**src/rtl/pll_reset_sequencer.sv**
```systemverilog
// PLL bring-up sequencer: drives PLL resetn/clkout0en and holds the
// PLL clock domain in reset until lock has been stable and the clock is on.
module pll_reset_sequencer #(
    parameter int RESET_CYCLES  = 16,
    parameter int LOCK_TIMEOUT  = 4096,
    parameter int STABLE_CYCLES = 256,
    parameter int ENABLE_CYCLES = 8,
    parameter int MAX_RETRIES   = 3,
    parameter int CNT_W         = 16
) (
    input  logic       clkin,
    input  logic       reset,
    input  logic       lock,
    input  logic       relock_req,
    output logic       pll_resetn,
    output logic       pll_clkout0en,
    output logic       sys_rst,
    output logic       ready,
    output logic       fail,
    output logic [2:0] state,
    output logic [3:0] retry_cnt
);

    typedef enum logic [2:0] {
        RESET_PLL = 3'd0,
        WAIT_LOCK = 3'd1,
        STABLE    = 3'd2,
        ENABLE    = 3'd3,
        RUN       = 3'd4,
        FAIL      = 3'd5
    } state_t;

    localparam logic [CNT_W-1:0] RST_LAST = CNT_W'(RESET_CYCLES - 1);
    localparam logic [CNT_W-1:0] TMO_LAST = CNT_W'(LOCK_TIMEOUT - 1);
    localparam logic [CNT_W-1:0] STB_LAST = CNT_W'(STABLE_CYCLES - 1);
    localparam logic [CNT_W-1:0] ENA_LAST = CNT_W'(ENABLE_CYCLES - 1);
    localparam logic [CNT_W-1:0] CNT_ONE  = CNT_W'(1);
    localparam logic [3:0]       MAX_R    = 4'(MAX_RETRIES);

    state_t           cur;
    state_t           nxt;
    logic [CNT_W-1:0] cnt;
    logic [3:0]       retry_nxt;
    logic             lock_m;
    logic             lock_s;

    assign state = cur;

    always_ff @(posedge clkin) begin
        if (reset) begin
            lock_m <= 1'b0;
            lock_s <= 1'b0;
        end else begin
            lock_m <= lock;
            lock_s <= lock_m;
        end
    end

    always_comb begin
        nxt       = cur;
        retry_nxt = retry_cnt;
        case (cur)
            RESET_PLL: begin
                if (cnt == RST_LAST) nxt = WAIT_LOCK;
            end
            WAIT_LOCK: begin
                // lock wins over a coincident timeout
                if (lock_s) begin
                    nxt = STABLE;
                end else if (cnt == TMO_LAST) begin
                    if (retry_cnt == MAX_R) begin
                        nxt = FAIL;
                    end else begin
                        nxt = RESET_PLL;
                        if (retry_cnt != 4'hf) retry_nxt = retry_cnt + 4'd1;
                    end
                end
            end
            STABLE: begin
                if (!lock_s) nxt = WAIT_LOCK;
                else if (cnt == STB_LAST) nxt = ENABLE;
            end
            ENABLE: begin
                if (!lock_s) begin
                    nxt = RESET_PLL;
                end else if (cnt == ENA_LAST) begin
                    nxt       = RUN;
                    retry_nxt = 4'd0;
                end
            end
            RUN: begin
                if (!lock_s || relock_req) nxt = RESET_PLL;
            end
            FAIL: begin
                if (relock_req) begin
                    nxt       = RESET_PLL;
                    retry_nxt = 4'd0;
                end
            end
            default: nxt = RESET_PLL;
        endcase
    end

    // outputs are registered from the next state so they move with it
    always_ff @(posedge clkin) begin
        if (reset) begin
            cur           <= RESET_PLL;
            cnt           <= '0;
            retry_cnt     <= 4'd0;
            pll_resetn    <= 1'b0;
            pll_clkout0en <= 1'b0;
            sys_rst       <= 1'b1;
            ready         <= 1'b0;
            fail          <= 1'b0;
        end else begin
            cur           <= nxt;
            retry_cnt     <= retry_nxt;
            cnt           <= (nxt != cur) ? '0 : cnt + CNT_ONE;
            pll_resetn    <= nxt inside {WAIT_LOCK, STABLE, ENABLE, RUN};
            pll_clkout0en <= nxt inside {ENABLE, RUN};
            sys_rst       <= (nxt != RUN);
            ready         <= (nxt == RUN);
            fail          <= (nxt == FAIL);
        end
    end

endmodule

```
**config.mk**
```make
export PLATFORM = sky130hd
export DESIGN_NAME = pll_reset_sequencer
export DESIGN_NICKNAME = d
export VERILOG_FILES = /design/src/rtl/pll_reset_sequencer.sv
export SDC_FILE = /design/constraint.sdc
export NUM_CORES = 1
export LEC_CHECK = 0
export CORE_AREA = 2 2 57 59
export CTS_CLUSTER_DIAMETER = 150
export DETAILED_ROUTE_END_ITERATION = 8
export DIE_AREA = 0 0 59 61
export HOLD_SLACK_MARGIN = 0.12
export PLACE_DENSITY_LB_ADDON = 0.1
export RECOVER_POWER = 100
export SLEW_MARGIN = 20
export SYNTH_ARGS = -nofsm -noshare
export SYNTH_HDL_FRONTEND = slang
export SYNTH_SLANG_ARGS = --single-unit
export TNS_END_PERCENT = 20
```
**constraint.sdc**
```tcl
create_clock -name clkin -period 3.92 [get_ports clkin]
set_input_delay 1.176 -clock clkin [delete_from_list [all_inputs] [get_ports clkin]]
set_output_delay 1.176 -clock clkin [all_outputs]
set_load 0.01 [all_outputs]
```
# --- Yosys cells after proc, flatten, opt, wreduce, memory -nomap -nowiden ---
# Index checks and enable logic that the tools add are counted.
totals:
  reg_bits: 30
  in_bits: 4
  out_inout_bits: 12
op_classes:
  n_addsub: 2
  n_eq_ne: 25
  muxes: 19
  n_reduce_logical: 8
ops:
  columns: ["op", "n"]
  rows:
  - ["$mux W3", 10]
  - ["$mux W4", 7]
  - ["$pmux W3 S6", 1]
  - ["$add A16 B1 Y16 const B", 1]
  - ["$eq A16 B12 Y1 const B", 1]
  - ["$eq A16 B3 Y1 const B", 1]
  - ["$eq A16 B4 Y1 const B", 1]
  - ["$eq A16 B8 Y1 const B", 1]
  - ["$ne A2 B2 Y1 const B", 7]
  - ["$eq A3 B2 Y1 const B", 4]
  - ["$eq A3 B3 Y1 const B", 4]
  - ["$pmux W4 S3", 1]
  - ["$reduce_and A8 Y1", 1]
  - ["$eq A3 B1 Y1 const B", 2]
  - ["$add A4 B1 Y4 const B", 1]
  - ["$eq A4 B2 Y1 const B", 1]
  - ["$ne A4 B4 Y1 const B", 1]
  - ["$reduce_bool A4 Y1", 1]
  - ["$logic_not A3 Y1", 1]
  - ["$ne A3 B3 Y1", 1]
  - ["$ne A3 B3 Y1 const B", 1]
  - ["$reduce_bool A3 Y1", 1]
  - ["$reduce_bool A2 Y1", 1]
  - ["$reduce_or A2 Y1", 1]
  - ["2 further kinds", 2]

# --- Logic depth before layout (Yosys ltp) ---
# Gate-level depths: netlist of the first run.
depth:
  word_depth: 7
  depth_mapped: 8
  depth_no_buf: 7

# --- Least setup slack after synthesis of the first run ---
# OpenSTA, ideal clock, no wires.
synth_path:
  path_type: "in2reg"
  from: "input relock_req"
  to: "register cnt[10]"
  setup_time_ns: 0.115
  arrival_ns: 2.426
  required_ns: 3.805
  path_slack_ns: 1.379
  cell_stages: 7
  n_path_buf: 1
  cell_sequence: "nor3b_1 -> nand2_1 -> o21ai_0 -> nor4_4 -> mux2i_2 -> buf_6 -> nor2_2"
synth_via:
  elab_chain_len: 5
synth_rtl:
  columns: ["item", "line", "text"]
  rows:
  - ["start: declaration", "14", "input logic relock_req,"]
  - ["$logic_or A1 B1 Y1", "92", "if (!lock_s || relock_req) nxt = RESET_PLL;"]
  - ["$mux W3", "92", null]
  - ["$pmux W3 S6 (*)", "62", "case (cur)"]
  - ["$ne A3 B3 Y1 (*)", "118", "cnt <= (nxt != cur) ? '0 : cnt + CNT_ONE;"]
  - ["$reduce_or A2 Y1 (no line) (*)", null, null]
  - ["end signal: assignment", "118", null]
  - ["end: declaration", "42", "logic [CNT_W-1:0] cnt;"]
# Mark *: on every way between the ends. The rest lies on a longest branch, timed or not.
# A chain may end at the register's enable or synchronous reset.

# --- Worst setup path after layout of the first run ---
layout_path:
  from: "input relock_req"
  to: "register cnt[13]"
# Same word-level chain as after synthesis.

==> run_results.csv, run 1 <==
group,metric,value,unit
status,status,"completed",
sta,tightest_slew,0.974,ns
synth,yosysWarnings,0,
clock_tree,cts_resized,0,
sta,hold_viol_final,0,
finish,drive_gt1_share,13.5,%
floorplanning,initial_core_util,53.0,%
pwr,irDropWorstVdd,0.000222,V
clock_tree,worstSkewPairLatency,0.33,ns
finish,n_fill_cell,278,
finish,syn2layout_area_growth,11.0,%
pwr,leakage,0.000648,uW
sta,min_period_over_period,82.1,%
min_path,hp-class,"reg2reg",
clock_tree,htree_levels,2,
sta,rsz0062_at_grt,"no",
setup_path,critPathBufInv,2,
route,dr_total_vias,1287,
floorplanning,rows,20,
clock_tree,cts_sinks,30,
clock_tree,post_cts_buffers,0,
placed_design,dpl.hpwl,2190,microns
synth,synth_area,1570,sq um
sta,hold_ws,0.447,ns
placed_design,io_buffers,15,
floorplanning,core,2950,sq um
sta,fin_crit,3.22,ns
sta,finClkSkew,0.00425,ns
finish,antennaDiodeCount,0,
synth,synth_seq_cells,30,
route,final_antenna_net_count,0,
setup_path,cp.required,4.15,ns
synth,syn_inst,175,
route,viasPerCell,5.69,
setup_path,cp_top_family,"simple AND/OR/NAND/NOR gates",
sta,setup_viol_count_final,0,
global_route,grt_pass1_vias,1221,
job,max_cap_viol_count,0,
floorplanning,die-area,3600,sq um
setup_path,cp_slowest_cell,"nor4_1",
placed_design,place.gp.congestion,0.815,
global_route,grt_pass1_wl,5380,microns
floorplanning,die_h,61,microns
setup_path,endpoint_kind,"register",
route,first_pass_iters,4,
synth,syn-num-nets,181,
synth,synth_cell_type_count,44,
synth,synth_top_flop_cell,"dfxtp_1",
route,wirelength,3000,microns
synth,synth_area_per_cell,8.94,sq um
finish,fin_nets,198,
placed_design,dpl_cell_area,1720,sq um
clock_tree,numCtsBuffers,5,
route,post_drt_wl_per_cell,13.3,microns
setup_path,path_cells,"dlygate4sd3_1, nor3b_1, nand2_1, o21ai_0, nor4_1, mux2i_2, buf_4, nor2_1",
synth,async_flop_share,0,%
setup_path,cpPeakStageDelay,0.83,ns
clock_tree,clk_path_buf_depth,2,
global_route,antenna_found_initial,0,
clock_tree,clkTransAtPathRegs,0.09,ns
finish,layout_common_cells,"30 x dfxtp_1, 26 x nor2_1, 14 x nand3_1, 14 x dlygate4sd3_1",
global_route,grt_max_degree,17,
synth,yosys-top-cells-area,"dfxtp_1 38%, xor2_1 5.0%, nor2_1 4.8%",
setup_path,cp_max_fo,16,
synth,yosysTopAreaCellShare,38.4,%
sta,relSlewSlack,34.5,%
pwr,power_density,304,nW/um^2
route,drc,0,
synth,synth_edf_count,0,
clock_tree,clock-root-buffer,"clkbuf_4",
setup_path,arrival,3.45,ns
global_route,grt-ovfl-total,0,
setup_path,critical_path_class,"in2reg",
global_route,gr-usage-all-layers,20.2,%
clock_tree,cts_tree,"yes",
sta,max_freq,311,MHz
synth,yosysTopAreaCell,"dfxtp_1",
clock_tree,hold_buffers,0,
sta,slew_violations,0,
route,drt-initial-drc-count,63,
finish,mostFrequentLayoutCell,"dfxtp_1",
floorplanning,ios,16,
finish,seq_area,601,sq um
floorplanning,die_w,59,microns
finish,design_area,1740,sq um
setup_path,start_kind,"primary input",
finish,multiInputGateArea,848,sq um
synth,seq_area_frac_synth,38.4,%
sta,setup_tns,0,ns
[power by group]
part	internal [uW]	leakage, uW	total (uW)	switching [uW]
sequential	308	0.000243	312	3.67
clock	86.1	0.0000343	198	112
combinational	7.90	0.000371	17.6	9.71
[state kept, by name, summed over array words and instances (netlist names)]
signal         count
cnt               16
retry_cnt          4
state              3
fail               1
lock_m             1
lock_s             1
pll_clkout0en      1
pll_resetn         1
ready              1
sys_rst            1
[path summary, 6_finish.rpt]
check / from / endpoint / slack [ns] / cells after the start
worst min register to register: lock_m / lock_s / 0.45 / 1
worst max register to register: cnt[13] / cnt[13] / 1.03 / 7
worst max-delay path: relock_req / cnt[13] / 0.70 / 8
worst min-delay path: lock_m / lock_s / 0.45 / 1
[cell type report]
type | instances | share of cell area (%)
multi-input cells | 132 | 48.8
flip-flops and latches | 30 | 34.6
clock buffers | 6 | 2.95
inverters | 7 | 1.51
repair buffers | 16 | 9.07
well taps | 33 | 2.38
clock inverters | 2 | 0.720
[through the flow]
stage	util, %	power (uW)	setup slack, ns	cells
6_report	58.9	528	0.702	226
5_1_grt	58.9	549	0.565	226
4_1_cts	60.4	538	1.12	226
3_5_place_dp	58.2	339	0.780	218
3_3_place_gp	58.2	338	0.837	218
2_1_floorplan	-	332	1.38	175
[cells by family after synthesis]
| logic type | Yosys count | synth area share (%) |
|---|---|---|
| AO/OA/AOI/OAI | 23 | 9.83 |
| XOR/XNOR | 16 | 8.95 |
| adder cells (fa/ha/maj) | 2 | 1.60 |
| buffers and inverters | 13 | 4.56 |
| flip-flops | 30 | 38.4 |
| multiplexers | 2 | 1.52 |
| AND/OR/NAND/NOR | 89 | 35.2 |
[worst reg2reg max path, delay by kind of cell (launching register included)]
kind                   cells  cell delay (ns)
buffers and inverters      1             0.24
flip-flops                 1             0.36
multiplexers               1             0.29
AND/OR/NAND/NOR            5             1.91
[synth_stat cells, drive strengths merged, types with 3 or more instances]
cell and count:
xor2 9, and3 4, a21oi 6, nand2 9
xnor2 7, buf 3, nor2b 3, nor4 4
nand4 6, o21ai 5, o31ai 3, inv 7
or4 4, nand3 15, dfxtp 30, nor2 30
clkbuf 3
[per-layer routing]
| layer | up-vias | GRT usage [%] | part of all wire, % |
|---|---|---|---|
| met5 | - | 0 | 0 |
| met4 | 0 | 10.7 | 2.1 |
| met3 | 8 | 5.97 | 4.4 |
| met2 | 32 | 33.5 | 48 |
| met1 | 592 | 23.7 | 45 |
| li1 | 655 | - | - |
No activity file was read; power rests on OpenSTA's default activity.
==> run 2: changes to the inputs <==
--- a/config.mk
+++ b/config.mk
@@ -5,10 +5,10 @@
 export SDC_FILE = /design/constraint.sdc
 export NUM_CORES = 1
 export LEC_CHECK = 0
-export CORE_AREA = 2 2 57 59
+export CORE_AREA = 2 2 59 61
 export CTS_CLUSTER_DIAMETER = 150
 export DETAILED_ROUTE_END_ITERATION = 8
-export DIE_AREA = 0 0 59 61
+export DIE_AREA = 0 0 61 63
 export HOLD_SLACK_MARGIN = 0.12
 export PLACE_DENSITY_LB_ADDON = 0.1
 export RECOVER_POWER = 100
==> constraint.sdc (replaced) <==
create_clock -name clkin -period 2.9 [get_ports clkin]
set_input_delay 0.87 -clock clkin [delete_from_list [all_inputs] [get_ports clkin]]
set_output_delay 0.87 -clock clkin [all_outputs]
set_load 0.01 [all_outputs]
==> run_results.csv, run 2 (synthesis results as in run 1) <==
group,metric,value,unit
status,status,"completed",
finish,syn2layout_area_growth,19.7,%
placed_design,dpl.hpwl,2200,microns
clock_tree,numCtsBuffers,5,
setup_path,r2r_slack,0.25,ns
route,dr_total_vias,1304,
setup_path,path_cells,"ha_1, nand4_4, or2_2, or4_1, nor4b_1, mux2i_4, nor2_1",
floorplanning,die_h,63,microns
clock_tree,htree_levels,2,
route,top_layer_used,"met4",
setup_path,r2r_start,"cnt[1]",
sta,tightest_slew,0.634,ns
setup_path,endpoint_kind,"register",
setup_path,cp_slowest_cell,"or4_1",
min_path,holdPathEnd,"lock_s",
global_route,gr-usage-all-layers,17.2,%
finish,layout_common_cells,"30 x dfxtp_1, 20 x nor2_1, 14 x nand3_1, 12 x dlygate4sd3_1, 10 x nor2_2",
sta,rsz0062_at_grt,"no",
min_path,hp-class,"reg2reg",
min_path,holdPathStages,1,
sta,finClkSkew,0.0150,ns
placed_design,place.gp.congestion,0.765,
setup_path,arrival,2.85,ns
pwr,leakage,0.000704,uW
floorplanning,core,3230,sq um
clock_tree,cts_tree,"yes",
min_path,hp-start,"lock_m",
floorplanning,die_w,61,microns
finish,largest_reg_flops,16,
route,dr_wl_met2,1400,microns
clock_tree,hold_buffers,0,
finish,n_fill_cell,317,
finish,multiInputGateArea,906,sq um
setup_path,start_kind,"register",
route,drc,0,
route,wirelength,2950,microns
setup_path,cp.required,3.10,ns
finish,fin_nets,206,
floorplanning,die-area,3840,sq um
pwr,power_density,415,nW/um^2
finish,seq_area,601,sq um
clock_tree,cts_sinks,30,
floorplanning,initial_core_util,48.4,%
sta,hold_viol_final,0,
clock_tree,worstSkewPairLatency,0.34,ns
setup_path,cpPeakStageDelay,0.57,ns
clock_tree,clock-root-buffer,"clkbuf_4",
global_route,grt_pass1_vias,1198,
sta,max_freq,377,MHz
setup_path,cp_max_fo,16,
sta,relSlewSlack,56.8,%
clock_tree,clkTransAtPathRegs,0.10,ns
finish,finish.utilization,58.0,%
global_route,grt_max_degree,17,
finish,antennaDiodeCount,0,
sta,min_period_over_period,91.4,%
clock_tree,post_cts_buffers,0,
floorplanning,ios,16,
setup_path,critical_path_class,"reg2reg",
clock_tree,clk_path_buf_depth,2,
global_route,grt-ovfl-total,0,
finish,design_area,1870,sq um
setup_path,rr_worst_depth,7,
route,drt-initial-drc-count,70,
sta,slew_violations,0,
route,first_pass_iters,4,
global_route,antenna_found_initial,0,
job,max_cap_viol_count,0,
finish,regMostFlops,"cnt",
route,final_antenna_net_count,0,
floorplanning,rows,21,
route,met1Wirelength,1390,microns
global_route,grt_pass1_wl,4970,microns
sta,fin_crit,2.65,ns
pwr,irDropWorstVdd,0.000311,V
sta,setup_viol_count_final,0,
setup_path,regToRegEndpoint,"cnt[2]",
route,post_drt_wl_per_cell,11.9,microns
route,met3_length,94,microns
placed_design,dpl_cell_area,1800,sq um
placed_design,io_buffers,15,
finish,drive_gt1_share,19.9,%
route,viasPerCell,5.28,
finish,mostFrequentLayoutCell,"dfxtp_1",
[run 2: cell types whose count changed in the layout (fill, tap and decap cells not counted), moves of 2 or more]
cell and change:
nor2_1 -6, nor2_2 +6, buf_4 +3, clkbuf_1 +3
clkbuf_4 +2, clkdlybuf4s50_1 +2, dlygate4sd3_1 -2
[run 2: power by group]
part | internal (uW) | switching, uW | leakage, uW
clock | 178 | 148 | 0.0000450
combinational | 13.6 | 15.8 | 0.000416
sequential | 417 | 5.26 | 0.000243
[run 2: how the worst max path moves through the flow]
stage | start | to | slack, ns | cells after the start
3_3_place_gp | relock_req | cnt[14] | -0.24 | 7
3_5_place_dp | relock_req | cnt[2] | -0.33 | 7
2_1_floorplan | cnt[0] | cnt[10] | 0.46 | 8
6_report | cnt[1] | cnt[2] | 0.25 | 7
5_1_grt | cnt[1] | cnt[13] | 0.09 | 7
4_1_cts | relock_req | cnt[2] | 0.16 | 7
[run 2: cell type report]
cell class	count	area share, %
clock buffers	5	2.00
clock inverters	3	2.14
inverters	7	1.40
multi-input cells	132	48.3
flip-flops and latches	30	32.0
well taps	46	3.07
repair buffers	24	11.0
[run 2: worst max-delay path, delay by kind of cell (launching register included)]
family                   cells  cell delay (ns)
AND/OR/NAND/NOR              5             1.34
multiplexers                 1             0.53
adder cells (fa/ha/maj)      1             0.28
flip-flops                   1             0.36
[run 2: timing repair]
| action | in CTS | in global routing |
|---|---|---|
| gates cloned | 0 | 0 |
| resized for setup | 1 | 1 |
| setup endpoints to repair | 6 | 6 |
[run 2: through the flow]
step / total power (uW) / setup slack, ns / hold slack, ns / TNS (ns) / std cells
after global routing: 815 / 0.0879 / 0.476 / 0 / 247
after global placement: 460 / -0.242 / 0.427 / -3.38 / 239
final: 778 / 0.250 / 0.454 / 0 / 247
after floorplan: 449 / 0.462 / 0.414 / 0 / 175
after detailed placement: 461 / -0.331 / 0.427 / -4.12 / 239
after CTS: 791 / 0.159 / 0.458 / 0 / 247
[run 2: metal layers]
| layer | up-vias | global-route usage (%) |
|---|---|---|
| li1 | 676 | - |
| met1 | 605 | 19.5 |
| met2 | 17 | 28.2 |
| met3 | 6 | 6.21 |
| met4 | 0 | 7.34 |
| met5 | - | 0 |
==> run 3: changes to the inputs <==
--- a/config.mk
+++ b/config.mk
@@ -10,7 +10,7 @@
 export DETAILED_ROUTE_END_ITERATION = 8
 export DIE_AREA = 0 0 61 63
 export HOLD_SLACK_MARGIN = 0.12
-export PLACE_DENSITY_LB_ADDON = 0.1
+export PLACE_DENSITY = 0.73
 export RECOVER_POWER = 100
 export SLEW_MARGIN = 20
 export SYNTH_ARGS = -nofsm -noshare
==> constraint.sdc (replaced) <==
create_clock -name clkin -period 2.42 [get_ports clkin]
set_input_delay 0.726 -clock clkin [delete_from_list [all_inputs] [get_ports clkin]]
set_output_delay 0.726 -clock clkin [all_outputs]
set_load 0.01 [all_outputs]
==> run_results.csv, run 3 (synthesis results as in run 1) <==
group,metric,value,unit
setup_path,r2r_slack,0.13,ns
pwr,leakage,0.000696,uW
setup_path,start_kind,"register",
route,drt-initial-drc-count,59,
min_path,hp-class,"reg2reg",
sta,max_freq,436,MHz
clock_tree,cts_sinks,30,
placed_design,io_buffers,15,
global_route,antenna_found_initial,0,
pwr,power_density,460,nW/um^2
finish,layout_common_cells,"30 x dfxtp_1, 28 x nor2_1, 14 x nand3_1, 12 x dlygate4sd3_1",
finish,regMostFlops,"cnt",
route,dr_total_vias,1301,
floorplanning,initial_core_util,48.4,%
sta,slew_violations,0,
global_route,top_usage_layer,"met2",
min_path,holdPathStages,1,
global_route,met3_usage,5.59,%
pwr,p_total,846,uW
global_route,grt_pass1_wl,5350,microns
clock_tree,htree_levels,2,
route,drc,0,
sta,hold_viol_final,0,
setup_path,cp_max_fo,16,
setup_path,cp.required,2.64,ns
finish,antennaDiodeCount,0,
route,post_drt_wl_per_cell,12.3,microns
sta,finClkSkew,0.00752,ns
setup_path,rr_worst_depth,8,
setup_path,arrival,2.51,ns
clock_tree,clkTransAtPathRegs,0.08,ns
min_path,hp-start,"lock_m",
floorplanning,die-area,3840,sq um
setup_path,path_cells,"ha_2, nand4_4, or2_4, or4_4, nor4b_1, mux2i_2, buf_12, nor2_1",
floorplanning,core,3230,sq um
global_route,met2_usage,28.6,%
setup_path,critPathBufInv,1,
finish,fin_nets,205,
global_route,grt-ovfl-total,0,
finish,instances_no_fill,246,
finish,syn2layout_area_growth,17.5,%
placed_design,dpl.hpwl,2290,microns
global_route,grt_pass1_vias,1244,
clock_tree,clock-root-buffer,"clkbuf_4",
clock_tree,worstSkewPairLatency,0.33,ns
clock_tree,clk_path_buf_depth,2,
floorplanning,ios,16,
min_path,holdPathEnd,"lock_s",
floorplanning,die_h,63,microns
route,viasPerCell,5.29,
global_route,gr-usage-all-layers,18.2,%
setup_path,cpPeakStageDelay,0.56,ns
finish,largest_reg_flops,16,
finish,finish.utilization,56.9,%
setup_path,endpoint_kind,"register",
clock_tree,post_cts_buffers,0,
sta,fin_crit,2.29,ns
sta,min_period_over_period,94.8,%
job,max_cap_viol_count,0,
pwr,irDropWorstVdd,0.000413,V
sta,tightest_slew,0.515,ns
route,wirelength,3010,microns
route,first_pass_iters,4,
sta,hold_ws,0.459,ns
clock_tree,numCtsBuffers,5,
finish,n_fill_cell,319,
route,final_antenna_net_count,0,
setup_path,cp_top_family,"simple AND/OR/NAND/NOR gates",
sta,setup_tns,0,ns
status,status,"completed",
finish,mostFrequentLayoutCell,"dfxtp_1",
setup_path,r2r_start,"cnt[1]",
setup_path,cp_slowest_cell,"or4_4",
setup_path,critical_path_class,"reg2reg",
clock_tree,cts_resized,0,
placed_design,dpl.cell_count,238,
sta,setup_viol_count_final,0,
global_route,met1_usage,22.2,%
global_route,grt_max_degree,17,
floorplanning,rows,21,
clock_tree,hold_buffers,0,
clock_tree,cts_tree,"yes",
placed_design,place.gp.congestion,0.883,
sta,rsz0062_at_grt,"no",
setup_path,regToRegEndpoint,"cnt[2]",
finish,drive_gt1_share,16.0,%
floorplanning,die_w,61,microns
sta,relSlewSlack,65.7,%
-- run 3: worst max-delay path by stage --
| stage | cells after the start | slack (ns) | startpoint | to |
|---|---|---|---|---|
| final | 8 | 0.13 | cnt[1] | cnt[2] |
| after global routing | 8 | 0.03 | cnt[1] | cnt[11] |
| after CTS | 8 | 0.04 | cnt[1] | cnt[2] |
| after detailed placement | 7 | -0.23 | relock_req | cnt[2] |
| after global placement | 8 | -0.12 | relock_req | cnt[14] |
| after floorplan | 8 | 0.01 | cnt[0] | cnt[10] |
-- run 3: power by group --
part | switching, uW | leakage, uW | internal [uW] | total, uW
sequential | 6.06 | 0.000243 | 499 | 505
clock | 163 | 0.0000353 | 141 | 304
combinational | 18.5 | 0.000418 | 18.1 | 36.5
total | 188 | 0.000696 | 658 | 846
-- run 3: cell type report --
class                      count  area (sq um)  share of cell area, %
multi-input combinational    132           880                   47.8
sequential                    30           601                   32.7
timing repair buffer          23           215                   11.7
tap                           46          57.6                   3.13
clock buffer                   7          55.1                   2.99
inverter                       7          26.3                   1.43
clock inverter                 1          5.00                  0.272
-- run 3: through the flow --
| step | setup WS [ns] | area, sq um |
|---|---|---|
| 2_1_floorplan | 0.0110 | 1570 |
| 3_3_place_gp | -0.117 | 1800 |
| 6_report | 0.125 | 1840 |
| 4_1_cts | 0.0400 | 1860 |
| 3_5_place_dp | -0.229 | 1800 |
| 5_1_grt | 0.0348 | 1840 |
-- run 3: metal layers --
layer / up-vias / routed length [microns]
li1: 671 / -
met1: 602 / 1380
met2: 21 / 1460
met3: 7 / 105
met4: 0 / 61
met5: - / 0
-- run 3: worst reg2reg max path: stages (launching register included) --
cell and delay (ns):
dfxtp_1 0.35, ha_2 0.24, nand4_4 0.11, or2_4 0.29, or4_4 0.56, nor4b_1 0.17, mux2i_2 0.22, buf_12 0.18
nor2_1 0.06
